[src/rtl/mp_sysbus_pq.sv]
// Management-bus master: posted writes queue in a FIFO, reads drain the queue first then stall until data returns.
// Latency: write N -> req N+2, read N -> req N+1, rxe R -> wb R+1; backpressure via stall = queue full | read outstanding.

module mp_sysbus_pq_fifo #(
  parameter int WIDTH = 8,
  parameter int DEPTH = 4
) (
  input  logic                   clk,
  input  logic                   rst_n,
  input  logic                   push_vld,
  input  logic [WIDTH-1:0]       push_dat,
  input  logic                   pop_rdy,
  output logic [WIDTH-1:0]       head_dat,
  output logic [$clog2(DEPTH):0] level,
  output logic                   full,
  output logic                   empty
);
  localparam int PW = $clog2(DEPTH);

  logic [WIDTH-1:0] mem_q [DEPTH];
  logic [PW-1:0]    wr_ptr_q, wr_ptr_d;
  logic [PW-1:0]    rd_ptr_q, rd_ptr_d;
  logic [PW:0]      level_q, level_d;
  logic             do_push, do_pop;

  assign full     = (level_q == (PW+1)'(DEPTH));
  assign empty    = (level_q == '0);
  assign level    = level_q;
  assign head_dat = mem_q[rd_ptr_q];
  assign do_push  = push_vld & ~full;
  assign do_pop   = pop_rdy & ~empty;

  always_comb begin
    wr_ptr_d = wr_ptr_q;
    rd_ptr_d = rd_ptr_q;
    level_d  = level_q;
    if (do_push) wr_ptr_d = wr_ptr_q + 1'b1;
    if (do_pop)  rd_ptr_d = rd_ptr_q + 1'b1;
    case ({do_push, do_pop})
      2'b10:   level_d = level_q + 1'b1;
      2'b01:   level_d = level_q - 1'b1;
      default: level_d = level_q;
    endcase
  end

  always_ff @(posedge clk) begin
    if (!rst_n) begin
      wr_ptr_q <= '0;
      rd_ptr_q <= '0;
      level_q  <= '0;
    end else begin
      wr_ptr_q <= wr_ptr_d;
      rd_ptr_q <= rd_ptr_d;
      level_q  <= level_d;
    end
  end

  always_ff @(posedge clk) begin
    if (do_push) mem_q[wr_ptr_q] <= push_dat;
  end
endmodule

module mp_sysbus_pq #(
  parameter int AW      = 13,
  parameter int DEPTH   = 4,
  parameter int TMO_W   = 8,
  parameter int TMO_MAX = 255
) (
  input  logic                   sys_clk,
  input  logic                   sys_rst_n,
  input  logic                   issue,
  input  logic                   rwn,
  input  logic [1:0]             tag2,
  input  logic                   sel,
  input  logic [AW-1:0]          addr,
  input  logic [31:0]            data,
  output logic                   stall,
  output logic [$clog2(DEPTH):0] q_level,
  output logic                   wb,
  output logic                   wb32,
  output logic [31:0]            wb_data,
  output logic                   err,
  output logic [AW-1:0]          err_addr,
  output logic                   mgmt_req,
  output logic [31:0]            mgmt_adr,
  input  logic                   mgmt_ack,
  output logic                   mgmt_rwn,
  output logic [1:0]             mgmt_wen,
  output logic [31:0]            mgmt_txd,
  input  logic                   mgmt_rxe,
  input  logic [31:0]            mgmt_rxd
);
  localparam logic [1:0] TAG_W = 2'b00;
  localparam logic [1:0] TAG_H = 2'b01;
  localparam logic [1:0] TAG_L = 2'b10;
  localparam int         ENT_W = AW + 34;

  typedef enum logic [1:0] {ST_IDLE, ST_WREQ, ST_RREQ, ST_RDATA} state_t;
  typedef struct packed {
    logic [AW-1:0] adr;
    logic [1:0]    wen;
    logic [31:0]   txd;
  } wr_ent_t;

  state_t         state_q, state_d;
  logic [TMO_W-1:0] cnt_q, cnt_d;
  logic           rd_busy_q, rd_busy_d;
  logic [AW-1:0]  rd_adr_q, rd_adr_d;
  logic [1:0]     rd_tag_q, rd_tag_d;
  logic [AW-1:0]  adr_q, adr_d;
  logic           rwn_q, rwn_d;
  logic [1:0]     wen_q, wen_d;
  logic [31:0]    txd_q, txd_d;
  logic           wb_q, wb_d;
  logic           wb32_q, wb32_d;
  logic [31:0]    wb_data_q, wb_data_d;
  logic           err_q, err_d;
  logic [AW-1:0]  err_addr_q, err_addr_d;

  logic           tag_ok, acc, wr_acc, rd_acc, tmo;
  logic           q_full, q_empty, q_pop;
  logic [15:0]    d16;
  wr_ent_t        push_ent, head_ent;
  logic [ENT_W-1:0] head_raw;

  assign tag_ok   = (tag2 == TAG_W) | (tag2 == TAG_H) | (tag2 == TAG_L);
  assign stall    = q_full | rd_busy_q;
  assign acc      = issue & ~stall;
  assign wr_acc   = acc & ~rwn & tag_ok;
  assign rd_acc   = acc & rwn & tag_ok;
  assign tmo      = (cnt_q == TMO_W'(TMO_MAX));
  assign head_ent = wr_ent_t'(head_raw);

  always_comb begin
    d16          = sel ? data[31:16] : data[15:0];
    push_ent.adr = addr;
    push_ent.wen = 2'b11;
    push_ent.txd = data;
    case (tag2)
      TAG_H: begin
        push_ent.wen = 2'b10;
        push_ent.txd = {d16, 16'h0000};
      end
      TAG_L: begin
        push_ent.wen = 2'b01;
        push_ent.txd = {16'h0000, d16};
      end
      default: ;
    endcase
  end

  mp_sysbus_pq_fifo #(.WIDTH(ENT_W), .DEPTH(DEPTH)) u_wq (
    .clk      (sys_clk),
    .rst_n    (sys_rst_n),
    .push_vld (wr_acc),
    .push_dat (push_ent),
    .pop_rdy  (q_pop),
    .head_dat (head_raw),
    .level    (q_level),
    .full     (q_full),
    .empty    (q_empty)
  );

  always_comb begin
    state_d    = state_q;
    cnt_d      = cnt_q;
    rd_busy_d  = rd_busy_q;
    rd_adr_d   = rd_adr_q;
    rd_tag_d   = rd_tag_q;
    adr_d      = adr_q;
    rwn_d      = rwn_q;
    wen_d      = wen_q;
    txd_d      = txd_q;
    wb_d       = 1'b0;
    wb32_d     = 1'b0;
    wb_data_d  = wb_data_q;
    err_d      = 1'b0;
    err_addr_d = err_addr_q;
    q_pop      = 1'b0;

    if (rd_acc) begin
      rd_busy_d = 1'b1;
      rd_adr_d  = addr;
      rd_tag_d  = tag2;
    end
    if (acc & ~tag_ok) begin
      err_d      = 1'b1;
      err_addr_d = addr;
    end

    case (state_q)
      ST_IDLE: begin
        if (!q_empty) begin
          q_pop   = 1'b1;
          state_d = ST_WREQ;
          cnt_d   = '0;
          adr_d   = head_ent.adr;
          rwn_d   = 1'b0;
          wen_d   = head_ent.wen;
          txd_d   = head_ent.txd;
        end else if (rd_busy_q | rd_acc) begin
          // A read accepted this very cycle goes straight to the bus when nothing is queued.
          state_d = ST_RREQ;
          cnt_d   = '0;
          adr_d   = rd_acc ? addr : rd_adr_q;
          rwn_d   = 1'b1;
          wen_d   = 2'b00;
          txd_d   = '0;
        end
      end
      ST_WREQ: begin
        if (mgmt_ack) begin
          state_d = ST_IDLE;
        end else if (tmo) begin
          state_d    = ST_IDLE;
          err_d      = 1'b1;
          err_addr_d = adr_q;
        end else begin
          cnt_d = cnt_q + 1'b1;
        end
      end
      ST_RREQ, ST_RDATA: begin
        if ((state_q == ST_RREQ) && mgmt_ack) begin
          state_d = ST_RDATA;
          cnt_d   = '0;
        end else if ((state_q == ST_RDATA) && mgmt_rxe) begin
          state_d   = ST_IDLE;
          rd_busy_d = 1'b0;
          wb_d      = 1'b1;
          wb32_d    = (rd_tag_q == TAG_W);
          wb_data_d = (rd_tag_q == TAG_H) ? {mgmt_rxd[31:16], mgmt_rxd[31:16]} : mgmt_rxd;
        end else if (tmo) begin
          state_d    = ST_IDLE;
          rd_busy_d  = 1'b0;
          wb_d       = 1'b1;
          wb32_d     = (rd_tag_q == TAG_W);
          wb_data_d  = 32'hFFFF_FFFF;
          err_d      = 1'b1;
          err_addr_d = adr_q;
        end else begin
          cnt_d = cnt_q + 1'b1;
        end
      end
      default: state_d = ST_IDLE;
    endcase
  end

  always_ff @(posedge sys_clk) begin
    if (!sys_rst_n) begin
      state_q    <= ST_IDLE;
      cnt_q      <= '0;
      rd_busy_q  <= 1'b0;
      rd_adr_q   <= '0;
      rd_tag_q   <= '0;
      adr_q      <= '0;
      rwn_q      <= 1'b0;
      wen_q      <= '0;
      txd_q      <= '0;
      wb_q       <= 1'b0;
      wb32_q     <= 1'b0;
      wb_data_q  <= '0;
      err_q      <= 1'b0;
      err_addr_q <= '0;
    end else begin
      state_q    <= state_d;
      cnt_q      <= cnt_d;
      rd_busy_q  <= rd_busy_d;
      rd_adr_q   <= rd_adr_d;
      rd_tag_q   <= rd_tag_d;
      adr_q      <= adr_d;
      rwn_q      <= rwn_d;
      wen_q      <= wen_d;
      txd_q      <= txd_d;
      wb_q       <= wb_d;
      wb32_q     <= wb32_d;
      wb_data_q  <= wb_data_d;
      err_q      <= err_d;
      err_addr_q <= err_addr_d;
    end
  end

  assign mgmt_req = (state_q == ST_WREQ) | (state_q == ST_RREQ);
  assign mgmt_adr = 32'(adr_q);
  assign mgmt_rwn = rwn_q;
  assign mgmt_wen = wen_q;
  assign mgmt_txd = txd_q;
  assign wb       = wb_q;
  assign wb32     = wb32_q;
  assign wb_data  = wb_data_q;
  assign err      = err_q;
  assign err_addr = err_addr_q;
endmodule

[config.mk]
export PLATFORM = sky130hd
export DESIGN_NAME = mp_sysbus_pq
export DESIGN_NICKNAME = d
export VERILOG_FILES = /design/src/rtl/mp_sysbus_pq.sv
export SDC_FILE = /design/constraint.sdc
export NUM_CORES = 1
export LEC_CHECK = 0
export CAP_MARGIN = 20
export CELL_PAD_IN_SITES_DETAIL_PLACEMENT = 0
export CELL_PAD_IN_SITES_GLOBAL_PLACEMENT = 1
export CORE_MARGIN = 4
export CORE_UTILIZATION = 23
export DETAILED_ROUTE_END_ITERATION = 8
export GPL_TIMING_DRIVEN = 1
export PLACE_DENSITY = 0.48
export SLEW_MARGIN = 25
export SYNTH_ARGS = -nofsm -noshare
export SYNTH_HDL_FRONTEND = slang
export SYNTH_SLANG_ARGS = --single-unit
[constraint.sdc]
create_clock -name sys_clk -period 2.9 [get_ports sys_clk]
set_input_delay 0.58 -clock sys_clk [delete_from_list [all_inputs] [get_ports sys_clk]]
set_output_delay 0.58 -clock sys_clk [all_outputs]
set_load 0.02 [all_outputs]
==> metrics.yaml <==
route:
  wl_mm: 38.16
  wl_per_cell_um: 19.00
  drt_iter0_markers: 455
  vias: 8748
  highest_layer: "met5"
  ant_nets: 0
  wl_met3_mm: 2.298
  m1WireLength_mm: 17.84
  drc_errors: 0
  viasPerCell: 4.357
  firstDrtPassIters: 4
  wl_met2_mm: 17.19
floorplan:
  dieArea_sq_um: 61490
  dieHeight_um: 248.0
  fp.dieW_um: 248.0
  core_sq_um: 56710
  row_count: 87
  floorplan.initialDensity_pct: 23.35
  io-pin-count: 206
synthesis:
  ys_ff_latch: 319
  ys_types: 52
  syn-cell-area_sq_um: 13250
  syn_inst: 1006
  ys_seq_area_share_pct: 62.42
  synth-edff-count: 188
  avgSynthCellArea_sq_um: 13.17
  synthArstFlopShare_pct: 0
  ys.flop_type: "edfxtp_1"
  yosys_warnings: 0
placed_design:
  dp_hpwl_mm: 24.58
  io_buffers: 186
  globalplace.congestion: 0.7375
  place_inst: 1939
timing:
  max_freq_ghz: 0.3652
  clock_skew_ps: 15.37
  setup_viol: 0
  rsz0062_at_grt: "no"
  worstMarginPinSlew_ps: 747.4
  fin_crit_sh_pct: 94.41
  maxSlewViolCount: 0
  fin_crit_ps: 2738
  relSlewSlack_pct: 49.95
  timing.final.hold_violations: 0
clock_tree:
  cts_max_level: 2
  clock_latency_ps: 540
  cts_root_buffer: "clkbuf_16"
  clockBufferDepth: 3
  cts_made_buffers: 38
  cts_tree: "built"
  path_clk_slew_ps: 60
  post_cts_buffers: 0
  cts.sinks: 319
worst_setup_path:
  end_kind: "output port"
  worstPathArrival_ps: 2160
  crit_start: "u_wq.level[2]"
  cp.required_ps: 2320
  critPathLaunchType: "flip-flop"
  crit_path_max_fanout: 6
  critical_path_class: "flip-flop to output port"
  regToRegStartpoint: "u_wq.level[2]"
cells_and_area:
  diodes: 0
  drive_above_1_share_pct: 15.73
  area_delta_synth_final_pct: 32.19
  final_common_cell: "edfxtp_1"
  final_cell_mix: "edfxtp_1, clkdlybuf4s50_1, dfxtp_1, nor2b_1, nand2_1"
  nets: 1323
  layout.cells.non_filler: 2008
min_path:
  hp-class: "flip-flop to flip-flop"
  min_from: "wb_data[18]"
grt:
  grt_first_pass_wirelength_mm: 57.70
  track_usage_pct: 12.21
  antenna_found_initial: 1
  grt_max_degree: 99
  grt_pass1_vias: 9039
  overflow: 0
power_and_ir_drop:
  p_leak_uw: 0.005983
  pwr_density_cell_nw_per_um2: 830.8
  finalPower_uw: 14550
  peakVddDrop_mv: 0.5784
job:
  drv_cap: 0
outcome:
  outcome: "finished clean"
-- worst max-delay path: stages, from the launching register on --
cell	delay, ps
dfxtp_1	440
nor3b_2	310
or2_2	180
clkdlybuf4s50_1	680
-- worst paths after layout --
path                         to  slack (ps)  depth (start not counted)
setup / recovery          stall         160                          3
setup reg to reg  u_wq.level[2]         600                         10
hold reg to reg     wb_data[18]         460                          1
hold / removal      wb_data[18]         460                          1
-- cells by family after synthesis --
group | synth area share (%)
AOI/OAI and AO/OA | 11.14
xor gates and xnor gates | 0.3307
adders and majority gates | 1.379
buffers and inverters | 3.977
DFF | 62.42
muxes | 10.15
other | 0.02831
and+or+nand+nor | 10.57
-- synthesized netlist by cell type, types with 5 or more instances --
cell       count  area, sq um
buf_2         13        65.06
a22o_1        19        166.4
nor2b_1       85        531.8
a22oi_1       62        465.5
mux2_2        13        146.4
o21ai_0       52        260.3
nor2_1        28        105.1
o2bb2ai_1     16        140.1
buf_4         22        165.2
and2_1        13        81.33
or3_1          5        31.28
a21oi_1       51        255.2
nand3_1       19        95.09
nor3_1         6        30.03
ha_1          13        162.7
nand2b_1      18        112.6
mux4_2        47         1059
nand2_1       79        296.5
buf_6          5        56.30
clkbuf_1      45        168.9
edfxtp_1     188         5645
inv_1         17        63.81
dfxtp_1      131         2623
mux2i_1       14        140.1
-- metal layers --
layer	global-route usage, %	up-vias
met5	0	-
met4	3.335	2
met3	2.841	58
met2	19.75	220
met1	16.47	4329
li1	-	4139
-- registers in the layout, indices dropped and copies added (netlist names), named ones only --
register / flops
u_wq.mem_q: 188
mgmt_txd: 32
wb_data: 32
adr_q: 13
err_addr: 13
rd_adr_q: 13
cnt_q: 8
u_wq.level: 3
mgmt_wen: 2
rd_tag_q: 2
state_q: 2
u_wq.rd_ptr_q: 2
u_wq.wr_ptr_q: 2
err: 1
mgmt_rwn: 1
rd_busy_q: 1
wb: 1
wb32: 1
-- metrics by stage --
stage	utilization, %	instance area, sq um	setup WS (ps)	setup TNS (ps)	hold slack, ps
final	30.87	17510	162.0	0	459.5
after global routing	30.87	17510	4.192	0	475.4
after CTS	30.87	17510	72.00	0	460.8
after detailed placement	28.67	16260	-8.581	-34.21	447.5
after global placement	28.66	16260	14.00	0	444.7
after floorplan	-	13320	126.4	0	436.4
-- layout make-up --
| class | instances | area (sq um) |
|---|---|---|
| flip-flops and latches | 319 | 8273 |
| inverters | 18 | 67.56 |
| clock buffers | 52 | 1065 |
| repair buffers | 245 | 2425 |
| well taps | 756 | 945.9 |
| clock inverters | 17 | 181.4 |
| fillers | 5712 | 39200 |
| multi-input cells | 601 | 4552 |
-- what timing repair did --
action                                  in CTS  in global routing
endpoints found under the setup margin       1                  0
resized for setup                            1                  0
hold buffers                                 0                  0
-- power by group --
| part | leakage, uW | switching [uW] | internal [uW] |
|---|---|---|---|
| logic | 0.00259 | 2400 | 1790 |
| registers | 0.00278 | 323 | 5230 |
| clock network | 0.000614 | 1880 | 2920 |
| total | 0.00598 | 4600 | 9940 |
Note: power is estimated with default switching activity, not from simulation.
==> RTL change (same settings) <==
`DEPTH` is set to 4 in 2 places; all go to 16.
--- a/src/rtl/mp_sysbus_pq.sv
+++ b/src/rtl/mp_sysbus_pq.sv
@@ -3,7 +3,7 @@
 
 module mp_sysbus_pq_fifo #(
   parameter int WIDTH = 8,
-  parameter int DEPTH = 4
+  parameter int DEPTH = 16
 ) (
   input  logic                   clk,
   input  logic                   rst_n,
@@ -62,7 +62,7 @@
 
 module mp_sysbus_pq #(
   parameter int AW      = 13,
-  parameter int DEPTH   = 4,
+  parameter int DEPTH   = 16,
   parameter int TMO_W   = 8,
   parameter int TMO_MAX = 255
 ) (
Interface: changed (resized q_level); port bits go from 206 to 208. No check against the original RTL was run, so the function may have changed too.
==> RTL change against the unedited design <==
Utilization decreased by 1.5 points; clock skew up 0.042 ns; critical endpoint is now u_wq.level[2]$_SDFFE_PN0P_; die area grew to 2.6 times the old value; total power rose by 140%; count of clock-buffer cells in the layout up 61; worst setup slack better by 0.019 ns; register-to-register slack got worse by 0.42 ns; cell area rose to 2.5 times the old value; critical path type is now flip-flop to flip-flop; synthesized area increased to 2.6 times the old value; sequential cell count is 572 higher; sequential power rose to 2.7 times the old value; wire length rose to 2.6 times the old value; largest cell class unchanged.
==> RTL change: results (changes against the unedited design) <==
metric,value,unit,change
nets,2365,,+79%
drive_gt1_share,25.02,%,+9.3 points
hold_path_class,flip-flop to flip-flop,,
gp_congestion,0.7798,,+5.7%
dr.first_iter.drc_count,1370,,+200%
ys_top_cells_by_area,"edfxtp_1, mux4_2, dfxtp_1",,
htree_levels,3,,+1
regMostFlops,u_wq.mem_q,,
cts_buffer_depth,3,,unchanged
cts_inserted_buffers,94,,+150%
grtUsageTotal,12.22,%,+0.013 points
seq_area_frac_synth,72.80,%,+10 points
first_pass_iters,5,,+1
synth_xor_area_share,0.2514,%,-0.079 points
critical_path.max_fanout,10,,+4
via_count,19090,,+120%
p_leak,13.95,nW,+130%
root_buffer,clkbuf_16,,
maxCapViolCount,0,,unchanged
synth-warning-count,0,,unchanged
arrival,3.31,ns,+1.15 ns
largest_register_ffs,752,,+300%
vdd_drop_max,0.4756,mV,-18%
async_flop_share,0,%,unchanged
final_core_util,29.41,%,-1.5 points
grt_max_degree,65,,-34%
synth_edf_count,752,,+300%
routed_wl,97970,um,+160%
synth-adder-area-share,0.6105,%,-0.77 points
postCtsSetupRepairBufs,0,,unchanged
grt_pass1_vias,20190,,+120%
yosysUniqueCellTypes,63,,+21%
worst_slew_pin_slew,0.9721,ns,+0.2247 ns
synth-compound-area-share,7.038,%,-4.1 points
run_status,"complete, no violations",,
diodes,0,,unchanged
post-dp-hpwl,61080,um,+150%
path_clk_slew,0.07,ns,
max_stage_delay,0.61,ns,-0.07 ns
dpl_worst_slack,-0.3340,ns,-0.3255 ns
synth.area.mux_share,13.79,%,+3.6 points
antenna_found_initial,2,,+1
finalClockSkew,0.05719,ns,+0.04182 ns
slowest_stage,or4_4,,
numPortBuffers,188,,+1.1%
grt_pass1_wl,142600,um,+150%
insertion_delay,0.72,ns,+0.18 ns
synthTopCellsByCount,"edfxtp_1, mux4_2, dfxtp_1, nand2_1, clkbuf_1",,
[RTL change: cell types whose count changed in the layout (fill, tap and decap cells not counted), sizes merged, moves of 54 or more]
cell / unedited run / this run
buf: 60 / 174
clkbuf: 52 / 114
edfxtp: 188 / 752
mux2i: 14 / 76
mux4: 47 / 175
nor2: 28 / 82
nor2b: 85 / 19
[RTL change: worst max-delay path: cells and delay by family (launching register included)]
family / cells / cell delay, ns
compound gates: 3 / 0.46
xor+xnor: 2 / 0.23
fa+ha+maj: 2 / 0.39
buf+inv: 2 / 0.24
flops: 1 / 0.40
simple gates: 2 / 0.92
[RTL change: final timing paths]
check                                                start                         end  slack [ns]  cells after the start
worst max-delay path            u_wq.level[1]$_SDFFE_PN0P_  u_wq.level[2]$_SDFFE_PN0P_        0.18                     11
worst max register to register  u_wq.level[1]$_SDFFE_PN0P_  u_wq.level[2]$_SDFFE_PN0P_        0.18                     11
worst min register to register    rd_tag_q[1]$_SDFFE_PN0N_             wb32$_SDFF_PP0_        0.44                      1
worst min-delay path              rd_tag_q[1]$_SDFFE_PN0N_             wb32$_SDFF_PP0_        0.44                      1
[RTL change: kinds of logic (layout without fill, tap and decap cells)]
family | count (synthesis) | after routing
DFF | 891 | 891
AOI/OAI and AO/OA | 342 | 342
muxes | 260 | 260
and+or+nand+nor | 246 | 246
buffers and inverters | 162 | 557
adders and majority gates | 17 | 17
xor gates and xnor gates | 10 | 10
other | 1 | 19
[RTL change: cell type report]
class | count | area [um^2]
clock inverters | 63 | 792.0
multi-input cells | 894 | 9006
repair buffers | 362 | 3934
fillers | 14730 | 106000
clock buffers | 113 | 2455
inverters | 19 | 71.32
flip-flops and latches | 891 | 25380
well taps | 2016 | 2522
[RTL change: routing by layer]
layer | wire, um | global-route usage (%) | up-vias
met5 | 0 | 0 | -
met4 | 1305 | 2.032 | 0
met3 | 5374 | 3.017 | 106
met2 | 45300 | 19.25 | 519
met1 | 45990 | 17.33 | 10020
li1 | - | - | 8445
[RTL change: what timing repair did]
action                                  CTS  global route
endpoints found under the setup margin    1             1
gates cloned                              0             0
gates resized for setup                   2             2
[RTL change: power by group]
group / internal, W / leakage, nW / switching (W)
Sequential: 0.0145 / 7.95 / 0.000395
Clock: 0.00714 / 1.55 / 0.00531
Combinational: 0.00311 / 4.45 / 0.00386
[RTL change: stage by stage]
step | hold slack (ns) | instance area, um^2 | cells | TNS (ns) | total power [W]
global route | 0.4583 | 44160 | 4358 | 0 | 0.03601
detailed placement | 0.4289 | 40910 | 4182 | -77.13 | 0.02229
CTS | 0.4376 | 44160 | 4358 | 0 | 0.03494
floorplan | 0.4095 | 35120 | 1947 | -63.11 | 0.01923
global placement | 0.4391 | 40910 | 4182 | -70.73 | 0.02224
finish | 0.4355 | 44160 | 4358 | 0 | 0.03432
